File: config.mk
export PLATFORM = sky130hd
export DESIGN_NAME = arm_mc_control
export DESIGN_NICKNAME = d
export VERILOG_FILES = /design/src/rtl/arm_mc_control.sv
export SDC_FILE = /design/constraint.sdc
export NUM_CORES = 1
export LEC_CHECK = 0
export ABC_AREA = 1
export CAP_MARGIN = 10
export CORE_ASPECT_RATIO = 1.2
export CORE_MARGIN = 4
export CORE_UTILIZATION = 40
export CTS_BUF_LIST = sky130_fd_sc_hd__clkbuf_16
export CTS_CLUSTER_SIZE = 24
export DETAILED_ROUTE_END_ITERATION = 10
export PLACE_DENSITY_LB_ADDON = 0.12
export SETUP_SLACK_MARGIN = 0.3
export SYNTH_ARGS = -nofsm -noshare
export SYNTH_HDL_FRONTEND = slang
export SYNTH_SLANG_ARGS = --single-unit
File: constraint.sdc
create_clock -name clk -period 3.2 [get_ports clk]
set_input_delay 0.64 -clock clk [delete_from_list [all_inputs] [get_ports clk]]
set_output_delay 0.64 -clock clk [all_outputs]
set_load 0.02 [all_outputs]
File: src/rtl/arm_mc_control.sv
// arm_mc_control: multicycle ARM control unit (main FSM, ALU decode, NZCV flags, condition gating)
// Ports:
//   clk, reset          clock, asynchronous active-high reset
//   Cond, Op, Funct, Rd instruction fields Instr[31:28], [27:26], [25:20], [15:12]
//   ALUFlags            NZCV produced by the ALU this cycle
//   PCWrite, IRWrite, RegWrite, MemWrite   architectural write enables
//   AdrSrc, ALUSrcA, ALUSrcB, ResultSrc, ImmSrc, RegSrc, ALUControl   datapath selects
//   Flags               registered NZCV
//   State               current FSM state (debug)
module arm_mc_control #(
   parameter int STATE_W = 4
) (
   input  logic               clk,
   input  logic               reset,
   input  logic [3:0]         Cond,
   input  logic [1:0]         Op,
   input  logic [5:0]         Funct,
   input  logic [3:0]         Rd,
   input  logic [3:0]         ALUFlags,
   output logic               PCWrite,
   output logic               IRWrite,
   output logic               RegWrite,
   output logic               MemWrite,
   output logic               AdrSrc,
   output logic               ALUSrcA,
   output logic [1:0]         ALUSrcB,
   output logic [1:0]         ResultSrc,
   output logic [1:0]         ImmSrc,
   output logic [1:0]         RegSrc,
   output logic [1:0]         ALUControl,
   output logic [3:0]         Flags,
   output logic [STATE_W-1:0] State
);
   typedef enum logic [3:0] {
      FETCH = 4'd0, DECODE = 4'd1, MEMADR = 4'd2, MEMRD = 4'd3, MEMWB = 4'd4,
      MEMWR = 4'd5, EXECR = 4'd6, EXECI = 4'd7, ALUWB = 4'd8, BRANCH = 4'd9
   } state_t;

   state_t     state, next;
   logic       ir_w, next_pc, reg_w, mem_w, branch, alu_op;
   logic       cond_ok, cond_ex;
   logic [1:0] flag_w;
   logic [3:0] cmd;
   logic       n, z, c, v;

   assign cmd = Funct[4:1];
   assign {n, z, c, v} = Flags;

   always_ff @(posedge clk or posedge reset) begin
      if (reset) begin
         state   <= FETCH;
         Flags   <= 4'b0000;
         cond_ex <= 1'b0;
      end else begin
         state <= next;
         // condition is frozen at decode so this instruction's own flag update cannot gate itself
         if (state == DECODE) cond_ex <= cond_ok;
         if ((state == EXECR || state == EXECI) && cond_ex) begin
            if (flag_w[1]) Flags[3:2] <= ALUFlags[3:2];
            if (flag_w[0]) Flags[1:0] <= ALUFlags[1:0];
         end
      end
   end

   always_comb begin
      next      = FETCH;
      ir_w      = 1'b0;
      next_pc   = 1'b0;
      AdrSrc    = 1'b0;
      ALUSrcA   = 1'b0;
      ALUSrcB   = 2'b00;
      ResultSrc = 2'b00;
      reg_w     = 1'b0;
      mem_w     = 1'b0;
      branch    = 1'b0;
      alu_op    = 1'b0;
      case (state)
         FETCH: begin
            next = DECODE; ir_w = 1'b1; next_pc = 1'b1;
            ALUSrcA = 1'b1; ALUSrcB = 2'b10; ResultSrc = 2'b10;
         end
         DECODE: begin
            ALUSrcA = 1'b1; ALUSrcB = 2'b10; ResultSrc = 2'b10;
            next = (Op == 2'b00) ? (Funct[5] ? EXECI : EXECR) :
                   (Op == 2'b01) ? MEMADR :
                   (Op == 2'b10) ? BRANCH : FETCH;
         end
         MEMADR: begin ALUSrcB = 2'b01; next = Funct[0] ? MEMRD : MEMWR; end
         MEMRD:  begin AdrSrc = 1'b1; next = MEMWB; end
         MEMWB:  begin ResultSrc = 2'b01; reg_w = 1'b1; end
         MEMWR:  begin AdrSrc = 1'b1; mem_w = 1'b1; end
         EXECR:  begin alu_op = 1'b1; next = ALUWB; end
         EXECI:  begin ALUSrcB = 2'b01; alu_op = 1'b1; next = ALUWB; end
         ALUWB:  reg_w = 1'b1;
         BRANCH: begin ALUSrcB = 2'b01; ResultSrc = 2'b10; branch = 1'b1; end
         default: ;
      endcase
   end

   always_comb begin
      cond_ok = 1'b1;
      case (Cond)
         4'b0000: cond_ok = z;
         4'b0001: cond_ok = ~z;
         4'b0010: cond_ok = c;
         4'b0011: cond_ok = ~c;
         4'b0100: cond_ok = n;
         4'b0101: cond_ok = ~n;
         4'b0110: cond_ok = v;
         4'b0111: cond_ok = ~v;
         4'b1000: cond_ok = c & ~z;
         4'b1001: cond_ok = ~c | z;
         4'b1010: cond_ok = n == v;
         4'b1011: cond_ok = n != v;
         4'b1100: cond_ok = ~z & (n == v);
         4'b1101: cond_ok = z | (n != v);
         default: cond_ok = 1'b1;
      endcase
   end

   assign ALUControl = ~alu_op        ? 2'b00 :
                       cmd == 4'b0100 ? 2'b00 :
                       cmd == 4'b0010 ? 2'b01 :
                       cmd == 4'b0000 ? 2'b10 :
                       cmd == 4'b1100 ? 2'b11 : 2'b00;
   assign flag_w = {alu_op & Funct[0], alu_op & Funct[0] & (cmd == 4'b0100 || cmd == 4'b0010)};

   assign ImmSrc   = Op;
   assign RegSrc   = {Op == 2'b01, Op == 2'b10};
   assign State    = state;
   // write enables are held off for the whole reset pulse
   assign IRWrite  = ir_w & ~reset;
   assign PCWrite  = (next_pc | (cond_ex & (branch | (reg_w & Rd == 4'd15)))) & ~reset;
   assign RegWrite = reg_w & cond_ex & ~reset;
   assign MemWrite = mem_w & cond_ex & ~reset;
endmodule

# Word-level counts from Yosys, hierarchy flattened
# Index checks and enable logic that the tools add are counted.
dict set report totals {
  reg_bits 9
  input_bits 22
  out_inout_bits 24
}
dict set report classes {
  n_eq_ne 30
  n_mux 21
  n_bitwise 21
  reduce_logical 15
}
# op n
set ops {}
lappend ops {{$eq 4x4->1 const B} 10}
lappend ops {{$eq 4x3->1 const B} 9}
lappend ops {{$eq 4x2->1 const B} 5}
lappend ops {{$pmux 4 s5} 1}
lappend ops {{$pmux 1 s14} 1}
lappend ops {{$and 1x1->1} 12}
lappend ops {{$logic_not 4->1} 3}
lappend ops {{$mux 4} 3}
lappend ops {{$mux 2} 5}
lappend ops {{$eq 4x1->1 const B} 2}
lappend ops {{$mux 1} 8}
lappend ops {{$pmux 2 s2} 2}
lappend ops {{$reduce_or 2->1} 4}
lappend ops {{$reduce_or 3->1} 2}
lappend ops {{$not 1->1} 5}
lappend ops {{$or 1x1->1} 4}
lappend ops {{$reduce_and 2->1} 2}
lappend ops {{$mux 3} 1}
lappend ops {{$eq 2x1->1 const B} 1}
lappend ops {{$eq 2x2->1 const B} 1}
lappend ops {{$logic_not 2->1} 1}
lappend ops {{$logic_or 1x1->1} 2}
lappend ops {{$eq 1x1->1} 1}
lappend ops {{$logic_and 1x1->1} 1}
lappend ops {{$ne 1x1->1} 1}

# Logic depth before layout (Yosys ltp)
dict set report depth {
  depth_word 8
  depth_mapped 8
}

# Worst setup path before layout
# OpenSTA, ideal clock, no wires.
dict set report synth_timing {
  kind {flip-flop to output port}
  from {reg state[1] (netlist: State[1])}
  to {out ResultSrc[0]}
  arrival_time_ps 1379
  required_ps 2560
  slack_ps 1181
  path_stages_with_launch 3
  n_path_buf 1
  path_cell_list {dfrtp_1 > buf_2 > nor4_1}
}
dict set report synth_via {
  elab_chain_cells 3
  elab_cells_between_ends 6
  cone_classes {eq/ne (3); mux (1); reduce/logical (2)}
}
# element line
set synth_lines {}
lappend synth_lines {{from (decl)} 39} ;# state_t state, next;
lappend synth_lines {{from (signal assigned)} 55} ;# state <= next;
lappend synth_lines {{$eq 4x1->1 (tied with other cells)} 77} ;# case (state)
lappend synth_lines {{$reduce_or 3->1 (no line)} -}
lappend synth_lines {{$pmux 2 s2 *} 77}
lappend synth_lines {{to (decl)} 27} ;# output logic [1:0] ResultSrc,
# Every way passes the cells marked *; elsewhere a longest branch is shown, timed or not.

# Worst setup path after layout
dict set report layout_timing {
  from {in Funct[4]}
  to {out ALUControl[0]}
}
dict set report layout_via {
  elab_chain_cells 6
  elab_cells_between_ends 9
  cone_classes {eq/ne (3); mux (5); reduce/logical (1)}
}
# element line
set layout_lines {}
lappend layout_lines {{from (decl)} 17} ;# input logic [5:0] Funct,
lappend layout_lines {{$eq 4x4->1} 125} ;# cmd == 4'b1100 ? 2'b11 : 2'b00;
lappend layout_lines {{$mux 2} 125}
lappend layout_lines {{$mux 2} 124} ;# cmd == 4'b0000 ? 2'b10 :
lappend layout_lines {{$mux 2} 123} ;# cmd == 4'b0010 ? 2'b01 :
lappend layout_lines {{$mux 2 *} 122} ;# cmd == 4'b0100 ? 2'b00 :
lappend layout_lines {{$mux 2 *} 121} ;# assign ALUControl = ~alu_op ? 2'b00 :
lappend layout_lines {{to (decl)} 30} ;# output logic [1:0] ALUControl,
# Marks and branches as above.

==> flow_metrics.tcl <==
set metrics [dict create \
    start_util_pct 42.6 \
    grt_max_degree 11 \
    antenna_found_initial 0 \
    crit_chain "clkdlybuf4s50_1 -> nor2_1 -> nand3_1 -> a21oi_1 -> clkdlybuf4s50_1" \
    clkLatencyLatePin_ns 0.23 \
    synth_cell_types 23 \
    netlist_instances 130 \
    final.setup.worst_slack_ns 0.390 \
    final_cell_mix "clkdlybuf4s50_1 (45), nand2_1 (33), nor2_1 (20)" \
    criticalPathCategory "primary input to output port" \
    max_cap_viol_count 0 \
    ant_nets 0 \
    reg2regPathDepth 5 \
    min_to "Flags[1]" \
    synth_area_per_cell_um2 6.14 \
    worst_slew_pin_slew_ns 0.374 \
    fin_setup_tns_ns 0 \
    rsz0062_at_grt "false" \
    period_minus_slack_ns 2.81 \
    fp.dieH_um 56.9 \
    cts_tree "built" \
    startpoint_type "primary input" \
    synth_seq_cells 9 \
    area_delta_synth_final_pct 67.7 \
    grt_usage_pct 15.9 \
    rows 17 \
    finalCritPeriodShare_pct 87.8 \
    crit_slowest_cell "clkdlybuf4s50_1" \
    cts.sinks 9 \
    fmax_mhz 356 \
    yosysWarnings 0 \
    vias 970 \
    reg2reg_from "State[2]" \
    seq_area_frac_synth_pct 28.2 \
    min_from "Flags[1]" \
    path_max_fanout 3 \
    diodes 0 \
    die_w_um 48.8 \
    drt-wirelength-per-cell_um 11.5 \
    grt_pass1_wl_um 3590 \
    mostFrequentLayoutCell "clkdlybuf4s50_1" \
    nets 200 \
    core_area_um2 1870 \
    port_buffers 45 \
    hold_class "register to register" \
    numCtsBuffers 3 \
    max-vdd-ir-drop_v 0.000529 \
    status "finished clean" \
    cts_resized 0 \
    ios 46 \
    syn_nets 152 \
    route.detailed.drc 0 \
    cp.arrival_ns 2.17 \
    synth_area_um2 798 \
    place.gp.congestion 0.847 \
    slew_viol_final 0 \
    crit_top_cell "clkdlybuf4s50_1" \
    min_path_cells 2 \
    setup_violations 0 \
    finalWirelength_um 2250 \
    drt_pass1_iterations 4 \
    skew_ns 0.00149 \
    drtIter0Drc 12 \
    hold_viol_final 0 \
    htreeDepth 1 \
    viasPerCell 4.95 \
    clkTransAtPathRegs_ns 0.04 \
    clockBufferDepth 2 \
    rrSetupSlack_ns 1.90 \
    required_ns 2.56 \
    root_buffer "clkbuf_16" \
    dp_hpwl_um 1910 \
    powerDensity_nw_per_um2 796 \
    drive_gt1_share_pct 11.3 \
    post_cts_buffers 0 \
    worstReg2RegEnd "Flags[2]" \
    p_leak_nw 0.692 \
    gr-total-overflow 0 \
    dieArea_um2 2780 \
    critPathMaxStageDelay_ns 0.62 \
    dp_slack_ns 0.393 \
    critPathCaptureType "output port" \
    grt_pass1_vias 868 \
    relSlewSlack_pct 75.1 \
    hold_buffers 0 \
]
[synth_stat cells, drive strengths merged]
library cell  count  area (um^2)
nand4             1         6.26
nand3            15         75.1
nor3              1         5.00
nand2            36          153
buf               3         20.0
a21oi             7         35.0
inv              21         78.8
nor2             25          125
o22ai             2         12.5
o211ai            1         7.51
clkinv            1         3.75
dfrtp             9          225
o21ai             6         30.0
mux2              1         15.0
nor4              1         6.26
[registers in the layout, indices dropped and copies added (netlist names)]
signal,flops
cond_ex,1
State,4
Flags,4
[report_power, final]
part	internal, mW	switching, mW	total (mW)	leakage, nW
logic	0.283	0.345	0.628	0.545
registers	0.155	0.0683	0.224	0.104
clock network	0.163	0.0516	0.215	0.0423
total	0.601	0.465	1.07	0.692
[worst max-delay path, delay by kind of cell]
| kind | cells | cell delay (ns) |
|---|---|---|
| simple gates | 2 | 0.30 |
| buf+inv | 2 | 1.06 |
| compound gates | 1 | 0.17 |
[per-stage QoR]
step,instances,util [%],hold slack [ns],power (mW),instance area (um^2)
after CTS,196,71.5,0.561,1.08,1340
final,196,71.5,0.559,1.07,1340
after global placement,192,67.3,0.550,0.841,1260
after floorplan,130,-,0.484,0.586,798
after detailed placement,192,67.3,0.551,0.857,1260
after global routing,196,71.5,0.600,1.14,1340
[logic make-up (layout without fill, tap and decap cells)]
logic type	after synthesis	count (layout)	share of synthesized area (%)
muxes	1	1	1.88
DFF	9	9	28.2
and+or+nand+nor	79	79	46.4
buffers and inverters	25	72	12.9
AOI/OAI and AO/OA	16	16	10.7
[worst max-delay path by stage]
stage                     slack [ns]     start  cells past startpoint             to
after floorplan                 1.18  State[1]                      2   ResultSrc[0]
after global placement          0.49  Funct[4]                      5  ALUControl[0]
after detailed placement        0.39  Funct[4]                      5  ALUControl[0]
after CTS                       0.39  Funct[4]                      5  ALUControl[0]
after global routing            0.31  Funct[4]                      5  ALUControl[0]
final                           0.39  Funct[4]                      5  ALUControl[0]
[cell type report]
class / count / area (um^2)
clock buffer: 3 / 75.1
multi-input combinational: 96 / 470
inverter: 22 / 82.6
fill: 163 / 533
tap: 19 / 23.8
timing repair buffer: 46 / 458
clock inverter: 1 / 3.75
sequential: 9 / 225
[metal layers]
layer | global-route usage [%] | vias up | wire [um]
li1 | - | 509 | -
met1 | 15.6 | 425 | 821
met2 | 30.6 | 34 | 1230
met3 | 5.74 | 2 | 194
met4 | 4.62 | 0 | 4
met5 | 0 | - | 0
(Power assumes the default switching activity.)
